[config.mk]
export PLATFORM = sky130hd
export DESIGN_NAME = irq_ctrl
export DESIGN_NICKNAME = d
export VERILOG_FILES = /design/src/rtl/irq_ctrl_pkg.sv /design/src/rtl/irq_prio_enc.sv /design/src/rtl/irq_ctrl.sv
export SDC_FILE = /design/constraint.sdc
export NUM_CORES = 1
export LEC_CHECK = 0
export CORE_MARGIN = 1.5
export CORE_UTILIZATION = 34
export DETAILED_ROUTE_END_ITERATION = 10
export HOLD_SLACK_MARGIN = 0.03
export PLACE_DENSITY = 0.8
export SYNTH_ARGS = -nofsm -noshare
export SYNTH_HDL_FRONTEND = slang
export SYNTH_HIERARCHICAL = 1
export SYNTH_SLANG_ARGS = --single-unit
export TNS_END_PERCENT = 100
[constraint.sdc]
create_clock -name clk -period 2.2 [get_ports clk]
set_input_delay 0.66 -clock clk [delete_from_list [all_inputs] [get_ports clk]]
set_output_delay 0.66 -clock clk [all_outputs]
set_load 0.01 [all_outputs]
[src/rtl/irq_ctrl_pkg.sv]
// Shared constants and types for the interrupt controller and its neighbours
// in the CP0 slice.
package irq_ctrl_pkg;

   localparam int IRQ_NSRC = 4;
   localparam int IRQ_IDW  = 2;
   localparam int CFG_DW   = 32;

   // Config register map
   localparam logic [1:0] CFG_ADDR_MASK  = 2'd0;
   localparam logic [1:0] CFG_ADDR_PEND  = 2'd1;
   localparam logic [1:0] CFG_ADDR_CAUSE = 2'd2;
   localparam logic [1:0] CFG_ADDR_RAW   = 2'd3;

   // Controller state encoding
   typedef enum logic [1:0] {
      IRQ_IDLE    = 2'd0,
      IRQ_REQ     = 2'd1,
      IRQ_SERVICE = 2'd2
   } irq_state_e;

   // One-hot vector selecting source idx
   function automatic logic [IRQ_NSRC-1:0] irq_onehot(input logic [IRQ_IDW-1:0] idx);
      irq_onehot = {{(IRQ_NSRC-1){1'b0}}, 1'b1} << idx;
   endfunction

endpackage

[src/rtl/irq_prio_enc.sv]
// Lowest-index-first priority encoder with a valid flag.
module irq_prio_enc #(
   parameter int N  = 4,
   parameter int IW = 2
) (
   input  logic [N-1:0]  req,
   output logic [IW-1:0] idx,
   output logic          valid
);

   // Scan from the top so the lowest set index is the last one to win
   always_comb begin
      idx   = {IW{1'b0}};
      valid = |req;
      for (int i = N - 1; i >= 0; i--) begin
         idx = req[i] ? IW'(i) : idx;
      end
   end

endmodule

[src/rtl/irq_ctrl.sv]
// Interrupt controller: edge-captured pending bits, mask, and a
// single-level request/service handshake towards CP0.
module irq_ctrl
   import irq_ctrl_pkg::*;
#(
   parameter int NSRC = IRQ_NSRC
) (
   input  logic                clk,
   input  logic                rst_n,
   input  logic [NSRC-1:0]     irq_src,
   input  logic                ir_en,
   input  logic                cfg_we,
   input  logic [1:0]          cfg_waddr,
   input  logic [CFG_DW-1:0]   cfg_wdata,
   input  logic [1:0]          cfg_raddr,
   output logic [CFG_DW-1:0]   cfg_rdata,
   input  logic                ack,
   input  logic                eret,
   output logic                ir_out,
   output logic [IRQ_IDW-1:0]  irq_id,
   output logic                in_service
);

   irq_state_e           state_r;
   logic [NSRC-1:0]      mask_r;
   logic [NSRC-1:0]      pending_r;
   logic [NSRC-1:0]      src_prev_r;

   logic [NSRC-1:0]      rise_s;
   logic [NSRC-1:0]      active_s;
   logic [NSRC-1:0]      w1c_s;
   logic [NSRC-1:0]      ack_clr_s;
   logic [NSRC-1:0]      pending_nxt_s;
   logic [IRQ_IDW-1:0]   enc_idx_s;
   logic                 enc_valid_s;
   logic                 wr_mask_s;
   logic                 wr_pend_s;
   logic                 ack_take_s;
   logic                 unused_wdata_s;

   assign rise_s      = irq_src & ~src_prev_r;
   assign active_s    = pending_r & mask_r;
   assign wr_mask_s   = cfg_we && (cfg_waddr == CFG_ADDR_MASK);
   assign wr_pend_s   = cfg_we && (cfg_waddr == CFG_ADDR_PEND);
   assign ack_take_s  = (state_r == IRQ_REQ) && ack;

   // Clears are applied first and new edges OR-ed in last, so an edge
   // arriving together with a W1C or an ack keeps the bit set.
   assign w1c_s         = wr_pend_s  ? cfg_wdata[NSRC-1:0] : {NSRC{1'b0}};
   assign ack_clr_s     = ack_take_s ? irq_onehot(irq_id)  : {NSRC{1'b0}};
   assign pending_nxt_s = (pending_r & ~(w1c_s | ack_clr_s)) | rise_s;

   // Upper write-data bits have no storage behind them
   assign unused_wdata_s = ^cfg_wdata[CFG_DW-1:NSRC];

   irq_prio_enc #(
      .N  (NSRC),
      .IW (IRQ_IDW)
   ) u_prio_enc (
      .req   (active_s),
      .idx   (enc_idx_s),
      .valid (enc_valid_s)
   );

   // Edge history, pending and mask registers
   always_ff @(posedge clk or negedge rst_n) begin
      if (!rst_n) begin
         src_prev_r <= {NSRC{1'b0}};
         pending_r  <= {NSRC{1'b0}};
         mask_r     <= {NSRC{1'b0}};
      end else begin
         src_prev_r <= irq_src;
         pending_r  <= pending_nxt_s;
         if (wr_mask_s) begin
            mask_r <= cfg_wdata[NSRC-1:0];
         end
      end
   end

   // Request/service FSM with registered outputs; irq_id is only
   // re-latched on entry to REQ so it stays stable through SERVICE.
   always_ff @(posedge clk or negedge rst_n) begin
      if (!rst_n) begin
         state_r    <= IRQ_IDLE;
         ir_out     <= 1'b0;
         in_service <= 1'b0;
         irq_id     <= {IRQ_IDW{1'b0}};
      end else begin
         case (state_r)
            IRQ_IDLE: begin
               if (ir_en && enc_valid_s) begin
                  state_r <= IRQ_REQ;
                  ir_out  <= 1'b1;
                  irq_id  <= enc_idx_s;
               end
            end
            IRQ_REQ: begin
               if (ack) begin
                  state_r    <= IRQ_SERVICE;
                  ir_out     <= 1'b0;
                  in_service <= 1'b1;
               end
            end
            IRQ_SERVICE: begin
               if (eret) begin
                  state_r    <= IRQ_IDLE;
                  in_service <= 1'b0;
               end
            end
            default: begin
               state_r    <= IRQ_IDLE;
               ir_out     <= 1'b0;
               in_service <= 1'b0;
            end
         endcase
      end
   end

   // Config read mux from current register state (same-cycle write not visible)
   always_comb begin
      cfg_rdata = {CFG_DW{1'b0}};
      case (cfg_raddr)
         CFG_ADDR_MASK:  cfg_rdata[NSRC-1:0]  = mask_r;
         CFG_ADDR_PEND:  cfg_rdata[NSRC-1:0]  = pending_r;
         CFG_ADDR_CAUSE: cfg_rdata[IRQ_IDW:0] = {in_service, irq_id};
         CFG_ADDR_RAW:   cfg_rdata[NSRC-1:0]  = irq_src;
         default:        cfg_rdata            = {CFG_DW{1'b0}};
      endcase
   end

endmodule
==> results of run 1 <==
==> how the worst max path moves through the flow <==
stage,start,to,cells past startpoint
2_1_floorplan,cfg_raddr[0],cfg_rdata[0],2
3_3_place_gp,cfg_raddr[0],cfg_rdata[2],3
3_5_place_dp,cfg_raddr[0],cfg_rdata[2],3
4_1_cts,irq_src[0],cfg_rdata[0],3
5_1_grt,cfg_raddr[0],cfg_rdata[2],3
6_report,irq_src[1],cfg_rdata[1],3
==> through the flow <==
| stage | total power [mW] | setup slack, ns |
|---|---|---|
| after floorplan | 0.800 | 0.184 |
| after global placement | 0.976 | -0.802 |
| after detailed placement | 1.00 | -0.801 |
| after CTS | 1.15 | 0.0135 |
| after global routing | 1.23 | 0.000518 |
| final | 1.14 | 0.0225 |
==> synthesized netlist by cell type, drive strengths merged, types with 2 or more instances <==
master,instances,area [µm²]
nor2,5,28.8
mux4,3,67.6
o22ai,5,50.1
and3b,3,26.3
dfrtp,18,450
buf,29,215
a21oi,3,18.8
o21ai,6,30.0
inv,7,26.3
and2,4,25.0
nand2b,2,12.5
nand2,7,26.3
mux2,6,67.6
==> flip-flops by register name (all words and copies together), names as in the netlist <==
signal and count:
src_prev_r 4, mask_r 4, in_service 1, irq_id 2, state_r 2, pending_r 4
ir_out 1
==> per-layer routing <==
metal / GRT usage / vias to the layer above
li1: - / 370
met1: 0.170 / 371
met2: 0.211 / 31
met3: 0.0213 / 5
met4: 0.0667 / 0
met5: 0 / -
==> area by class of cell <==
class,instances,share of cell area
inverter,7,0.0193
multi-input combinational,80,0.387
tap,44,0.0404
sequential,18,0.330
clock buffer,3,0.0165
timing repair buffer,31,0.206
==> power breakdown <==
group	switching (mW)	internal [mW]	total, mW	leakage [nW]
Clock	0.0906	0.0637	0.154	0.0138
Sequential	0.0752	0.418	0.493	0.206
Combinational	0.218	0.279	0.497	0.439
Total	0.384	0.760	1.14	0.659
==> logic make-up after synthesis <==
group / synth area share
buf+inv: 0.216
simple gates: 0.145
flops: 0.403
compound gates: 0.103
mux: 0.130
other cells: 0.00335
==> timing repair <==
item	4_1_cts	5_1_grt
endpoints found under the setup margin	4	2
pin swaps	0	0
hold buffers	0	0
resized for setup	28	3
==> metrics.cfg, run 1 <==
[status]
status = finished, final reports clean

[routing]
route.met3.wl_um = 133
viasPerCell = 4.25
top_layer_used = met4
wl_um = 2090
drtPass1Iterations = 4
wl_met2_um = 1020
drtIter0Drc = 11
wl_met1_um = 888
vias = 777
wl_per_cell_um = 11.4
drtAntennaViolNets = 0
drcViolationCount = 0

[final_layout]
nFillCells = 316
final-seq-area_um2 = 450
drive_gt1_frac = 0.230
area_delta_synth_final_pct = 21.9
final_area_um2 = 1360
mostFrequentLayoutCell = conb_1
antenna_cells = 0
final_cells = 183
nNetsFinal = 187
multiInputGateArea_um2 = 528
final_cell_mix = conb_1 (28), dfrtp_1 (18), clkdlybuf4s50_1 (16), inv_1 (7), nand2_1 (7)
utilization = 0.443

[min_path]
hold_class = flip-flop to flip-flop
timing.hold.worst.start = src_prev_r[1]$_DFF_PN0_
min_to = pending_r[1]$_DFF_PN0_
hold_depth = 1

[sta]
skew_ns = 0.000792
whs_ns = 0.456
period_share = 0.990
drv_slew = 0
setup_viol = 0
rsz0062_at_grt = no
setup_tns_ns = 0
finalHoldViolations = 0
period_needed_ns = 2.18
fmax_mhz = 459

[worst_setup_path]
cp.buffers_inverters = 2
start_kind = input port
cp_slowest_cell = mux4_2
reg2regPathDepth = 6
reg2reg_to = irq_id[0]$_DFFE_PN0P_
cp_top_family = multiplexers
cp_data_arrival_time_ns = 1.52
path_cells = dlygate4sd2_1 > mux4_2 > buf_6
crit_required_ns = 1.54
worstSetupPathType = input port to output pin
critPathMaxFanout = 2
slowest_delay_ns = 0.47
rrSetupSlack_ns = 0.80
end_kind = output pin
crit-reg2reg-launch = mask_r[0]$_DFFE_PN0P_

[placement]
dp_hpwl_um = 1710
gp_congestion = 0.765
dpl_cell_area_um2 = 1360
post-place-cells = 180
port_buffers = 25

[clock_network]
h-tree-depth = 1
cts_buffers = 3
cts_root_buffer = clkbuf_4
cts_buffer_depth = 2
clock-sinks = 18
insertion_delay_ns = 0.28
cts_tree = built
post_cts_buffers = 0
clk_pin_slew_ns = 0.09

[floorplan]
pin_count = 82
core_um2 = 3080
start_util = 0.363
die-height_um = 60.4
die_area_um2 = 3640
num_rows = 20
die_w_um = 60.4

[logic_synthesis]
synthArstFlopShare = 1.00
ys_ff_latch = 18
syn_area_um2 = 1120
synthCells = 107
ys_warn_count = 6
synth_cell_types = 27
syn_avg_cell_area_um2 = 10.5
synth_edf_count = 0
ys_seq_area_frac = 0.403
synth_ff_type = dfrtp_1

[global_route]
grt_max_degree = 19
gr-total-overflow = 0
antenna_found_initial = 0
grt_use_total = 0.131
first_global_vias = 733
grt_pass1_wl_um = 3420

[power_and_ir_drop]
ir_worst_vdd_mv = 0.421
power_leakage_nw = 0.659
p_per_area_nw_per_um2 = 839

[flow_run]
max_cap_violations = 0

Note: power is estimated with default switching activity, not from simulation.
==> inputs of run 2 (changes only) <==
CORE_MARGIN = 4   (was 1.5)
CORE_UTILIZATION = 31   (was 34)
PLACE_DENSITY = 0.77   (was 0.8)
clock period = 1.81 ns   (was 2.2 ns; I/O delays follow)
==> run 2 against run 1 <==
The flow now finishes with violations (setup timing). Largest cell class unchanged. Critical path type is now flip-flop to output pin. Register-to-register slack worse by 0.45 ns. Sequential share of layout area down 1.9 points. Routed wire length up 5.9%. Clock power grew 64%.
==> metrics.cfg, run 2 (synthesis gave the netlist of run 1 again) <==
[global_route]
grt_use_total = 0.101  ; -0.0299
gr-total-overflow = 0  ; unchanged
antenna_found_initial = 0  ; unchanged
first_global_vias = 752  ; +2.6%
grt_max_degree = 19  ; unchanged
grt_pass1_wl_um = 3430  ; +0.41%

[power_and_ir_drop]
ir_worst_vdd_mv = 0.603  ; +43%
p_per_area_nw_per_um2 = 1040  ; +24%
share_comb_of_total_power = 0.443  ; +0.009
clkPwrFrac = 0.168  ; +0.033
p_total_mw = 1.50  ; +31%
swShare = 0.328  ; -0.00820
p_sw_mw = 0.492  ; +28%
power_leakage_nw = 0.717  ; +8.9%
p_seq_frac = 0.389  ; -0.042
internal-power_mw = 1.01  ; +33%

[final_layout]
nNetsFinal = 196  ; +4.8%
final_cell_mix = conb_1 (28), dfrtp_1 (18), buf_4 (15), clkdlybuf4s50_1 (11)
drive_gt1_frac = 0.302  ; +0.0718
final-seq-area_um2 = 450  ; unchanged
multiInputGateArea_um2 = 528  ; unchanged
final_cells = 195  ; +6.6%
nFillCells = 336  ; +6.3%
antenna_cells = 0  ; unchanged
area_delta_synth_final_pct = 29.3
mostFrequentLayoutCell = conb_1
utilization = 0.423  ; -0.0196
reg_top3 = mask_r: 4 flops, pending_r: 4 flops, src_prev_r: 4 flops

[worst_setup_path]
critPathMaxFanout = 3  ; +1
worstSetupPathType = flip-flop to output pin
reg2reg_to = irq_id[0]$_DFFE_PN0P_
crit_required_ns = 1.27  ; -0.27 ns
rrSetupSlack_ns = 0.35  ; -0.45 ns
end_kind = output pin
crit-reg2reg-launch = mask_r[0]$_DFFE_PN0P_
crit_start = mask_r[2]$_DFFE_PN0P_
reg2regPathDepth = 7  ; +1
start_kind = flip-flop
cp_data_arrival_time_ns = 1.34  ; -0.18 ns

[sta]
setup_tns_ns = -0.150  ; -0.150 ns
fmax_mhz = 531
drv_slew = 0  ; unchanged
period_needed_ns = 1.88
finalHoldViolations = 0  ; unchanged
period_share = 1.04
rsz0062_at_grt = yes
fin_ws_ns = -0.0743  ; -0.0968 ns
setup_viol = 3  ; +3
skew_ns = 0.00175  ; +0.000962 ns

[min_path]
timing.hold.worst.start = irq_src[0]
hold_depth = 1  ; unchanged
min_to = src_prev_r[0]$_DFF_PN0_
hold_class = input port to flip-flop

[routing]
drtAntennaViolNets = 0  ; unchanged
drtIter0Drc = 7  ; -4
vias = 814  ; +4.8%
wl_um = 2210  ; +5.9%
drcViolationCount = 0  ; unchanged
drtPass1Iterations = 4  ; unchanged
viasPerCell = 4.17  ; -1.7%
wl_per_cell_um = 11.3  ; -0.58%

[status]
failed_checks = setup timing
status = finished with violations

[clock_network]
cts_tree = built
insertion_delay_ns = 0.30  ; +0.02 ns
h-tree-depth = 1  ; unchanged
cts_buffers = 3  ; unchanged
clock-sinks = 18  ; unchanged
cts_buffer_depth = 2  ; unchanged
cts_hold_buffers = 0  ; unchanged
clk_pin_slew_ns = 0.10  ; about the same
cts_root_buffer = clkbuf_4

[placement]
post-place-cells = 189  ; +5.0%
gp_congestion = 0.758  ; -0.92%
port_buffers = 25  ; unchanged
preCtsSetupSlack_ns = -0.967  ; -0.165 ns
dp_hpwl_um = 1810  ; +6.0%

[floorplan]
core_um2 = 3420  ; +11%
start_util = 0.327  ; -0.0359
die_w_um = 68.1  ; +13%
die-height_um = 68.1  ; +13%
num_rows = 21  ; +5.0%
die_area_um2 = 4630  ; +27%
pin_count = 82  ; unchanged

[flow_run]
max_cap_violations = 0  ; unchanged

run 2: changes by cell type in the layout (fill, tap and decap cells not counted), sizes merged:
cell and change:
dlygate4sd2 +1, buf +12, dlymetal6s2s +1, clkdlybuf4s15 +1, clkdlybuf4s50 -5
run 2: critical path, stage by stage, from the launching register on:
cell and delay, ns:
dfrtp_1 0.41, mux4_2 0.49, buf_6 0.14
run 2: per-layer routing:
metal	vias to the layer above	share of wire	GRT usage
met4	0	0.0086	0.0298
li1	396	-	-
met5	-	0	0
met1	378	0.41	0.123
met3	2	0.12	0.0394
met2	38	0.47	0.164
run 2: power by group through the flow:
| stage | Combinational [mW] | Clock (mW) | Sequential, mW |
|---|---|---|---|
| 4_1_cts | 0.675 | 0.264 | 0.584 |
| 5_1_grt | 0.737 | 0.280 | 0.598 |
| 3_5_place_dp | 0.669 | 0 | 0.595 |
| 2_1_floorplan | 0.362 | 0 | 0.611 |
| 3_3_place_gp | 0.660 | 0 | 0.591 |
| 6_report | 0.666 | 0.252 | 0.584 |
run 2: layout make-up:
| type | count | share of cell area |
|---|---|---|
| Clock buffer | 4 | 0.0251 |
| Inverter | 7 | 0.0182 |
| Multi-Input combinational cell | 80 | 0.365 |
| Sequential cell | 18 | 0.311 |
| Tap cell | 46 | 0.0398 |
| Timing Repair Buffer | 40 | 0.240 |
run 2: how the worst max path moves through the flow:
stage | slack (ns) | cells past startpoint | to
3_3_place_gp | -0.96 | 3 | cfg_rdata[2]
5_1_grt | -0.1 | 2 | cfg_rdata[2]
4_1_cts | -0.08 | 2 | cfg_rdata[2]
3_5_place_dp | -0.97 | 3 | cfg_rdata[2]
6_report | -0.07 | 2 | cfg_rdata[2]
2_1_floorplan | 0.03 | 2 | cfg_rdata[0]
run 2: through the flow:
stage	cell area (µm²)	hold WS, ns
global placement	1410	0.411
floorplan	1220	0.247
global route	1450	0.361
CTS	1440	0.357
detailed placement	1410	0.427
finish	1450	0.372
run 2: repair_timing:
action / CTS / global route
setup endpoints to repair: 7 / 6
pin swaps: 0 / 0
resized for setup: 45 / 3
cloned: 0 / 0
setup buffers: 2 / 0
==> inputs of run 3 (changes only) <==
CORE_ASPECT_RATIO = 1.4   (was default)
==> run 3 against run 2 <==
The flow still finishes with violations (setup timing). Maximum frequency increased by 3.7%. Routed wire length up 7.1%. Sequential share of layout area shrank 0.24 points. Critical endpoint unchanged. Largest power group unchanged.
==> metrics.cfg, run 3 (synthesis gave the netlist of run 1 again) <==
[sta]
period_share = 1.00  ; -0.0367
fmax_mhz = 550  ; +3.7%
setup_viol = 1  ; -2
setup_tns_ns = -0.00774  ; +0.143 ns
skew_ns = 0.00193  ; +0.000179 ns
rsz0062_at_grt = yes
fin_ws_ns = -0.00774  ; +0.0665 ns
drv_slew = 0  ; unchanged
finalHoldViolations = 0  ; unchanged
whs_ns = 0.426  ; +0.0538 ns
period_needed_ns = 1.82  ; -0.0665 ns

[worst_setup_path]
worstSetupPathType = input port to output pin
critPathMaxFanout = 4  ; +1
cp_top_family = multiplexers
cp_slowest_cell = mux4_2
cp.buffers_inverters = 2  ; +1
end_kind = output pin
path_cells = buf_8 > mux4_2 > buf_6
start_kind = input port
crit_start = cfg_raddr[0]
crit-reg2reg-launch = mask_r[0]$_DFFE_PN0P_
slowest_delay_ns = 0.50  ; about the same
crit_required_ns = 1.27  ; about the same
rrSetupSlack_ns = 0.33  ; -0.02 ns
cp_data_arrival_time_ns = 1.27  ; -0.07 ns

[clock_network]
clock-sinks = 18  ; unchanged
cts_tree = built
h-tree-depth = 1  ; unchanged
cts_buffer_depth = 2  ; unchanged
cts_hold_buffers = 0  ; unchanged
cts_buffers = 3  ; unchanged
post_cts_buffers = 0  ; -2
clk_pin_slew_ns = 0.07  ; -0.03 ns
cts_root_buffer = clkbuf_8
insertion_delay_ns = 0.25  ; -0.05 ns

[floorplan]
start_util = 0.325  ; -0.00238
core_um2 = 3440  ; +0.73%
die_w_um = 58.8  ; -14%
pin_count = 82  ; unchanged
die-height_um = 79.1  ; +16%
num_rows = 25  ; +19%
die_area_um2 = 4650  ; +0.29%

[placement]
dp_hpwl_um = 1980  ; +9.5%
preCtsSetupSlack_ns = -0.940  ; +0.0264 ns
dpl_cell_area_um2 = 1420  ; +0.53%
port_buffers = 25  ; unchanged
gp_congestion = 0.788  ; +4.0%

[power_and_ir_drop]
ir_worst_vdd_mv = 0.487  ; -19%
p_total_mw = 1.57  ; +4.4%
power_leakage_nw = 0.723  ; +0.84%
p_per_area_nw_per_um2 = 1080  ; +3.6%

[global_route]
grt.met3_usage = 0.0195  ; -0.0199
grt_pass1_wl_um = 3750  ; +9.2%
antenna_found_initial = 0  ; unchanged
busiest_layer = met2
grt_use_total = 0.105  ; +0.00427
grt_max_degree = 19  ; unchanged
grt_use_met2 = 0.175  ; +0.0111
first_global_vias = 836  ; +11%
gr-total-overflow = 0  ; unchanged
grtUsageMet1 = 0.115  ; -0.00864

[final_layout]
area_delta_synth_final_pct = 30.3
reg_top3 = mask_r: 4 flops, pending_r: 4 flops, src_prev_r: 4 flops
final_cell_mix = conb_1 (28), dfrtp_1 (18), buf_4 (15), clkdlybuf4s50_1 (12)
nFillCells = 342  ; +1.8%
drive_gt1_frac = 0.302  ; unchanged
final_area_um2 = 1460  ; +0.78%
antenna_cells = 0  ; unchanged
mostFrequentLayoutCell = conb_1
nNetsFinal = 196  ; unchanged

[min_path]
timing.hold.worst.start = irq_src[2]
hold_class = input port to flip-flop

[status]
status = finished with violations
failed_checks = setup timing

[routing]
wl_per_cell_um = 12.5  ; +10%
drtAntennaViolNets = 0  ; unchanged
viasPerCell = 4.44  ; +6.3%
drcViolationCount = 0  ; unchanged
drtIter0Drc = 14  ; +7
vias = 839  ; +3.1%
drtPass1Iterations = 4  ; unchanged
wl_um = 2370  ; +7.1%

[flow_run]
max_cap_violations = 0  ; unchanged

run 3: cell types whose count changed in the layout (fill, tap and decap cells not counted):
cell,previous run,this run
buf_6,4,3
buf_8,0,1
clkbuf_4,3,0
clkbuf_8,1,4
clkdlybuf4s15_1,1,0
clkdlybuf4s50_1,11,12
dlygate4sd2_1,3,4
dlymetal6s2s_1,1,0
o21ai_0,5,6
o21ai_1,1,0
run 3: worst reg2reg max path: cells and delay by family, from the launching register on:
family / cells / cell delay (ns)
buffers and inverters: 1 / 0.10
muxes: 1 / 0.34
and+or+nand+nor: 5 / 0.57
DFF: 1 / 0.34
run 3: per-stage QoR:
step,cells,utilization
after floorplan,134,-
after global placement,185,0.412
after detailed placement,185,0.412
after CTS,189,0.424
after global routing,189,0.424
final,189,0.424
run 3: final timing paths:
kind | to | cells past startpoint
setup / recovery | cfg_rdata[2] | 3
min in group asynchronous | mask_r[0]$_DFFE_PN0P_ | 2
hold / removal | src_prev_r[2]$_DFF_PN0_ | 1
setup reg to reg | irq_id[0]$_DFFE_PN0P_ | 7
max in group asynchronous | src_prev_r[1]$_DFF_PN0_ | 2
hold reg to reg | pending_r[0]$_DFF_PN0_ | 1
run 3: final cells by class:
cell class              count  area [µm²]  share of cell area
multi-input cells          80         528               0.362
flip-flops and latches     18         450               0.309
repair buffers             40         348               0.239
clock buffers               4        55.1              0.0378
well taps                  40        50.0              0.0343
inverters                   7        26.3              0.0180
run 3: what timing repair did:
action,in CTS,in global routing
hold endpoints to repair,0,0
resized for setup,45,0
setup endpoints to repair,7,3
run 3: metal layers:
layer,up-vias,part of all wire
li1,385,-
met1,401,0.33
met2,44,0.54
met3,9,0.10
met4,0,0.028
met5,-,0
run 3: power breakdown:
group          total (mW)  internal (mW)  switching (mW)
logic               0.647          0.365           0.283
clock network       0.328          0.193           0.134
registers           0.593          0.508          0.0843
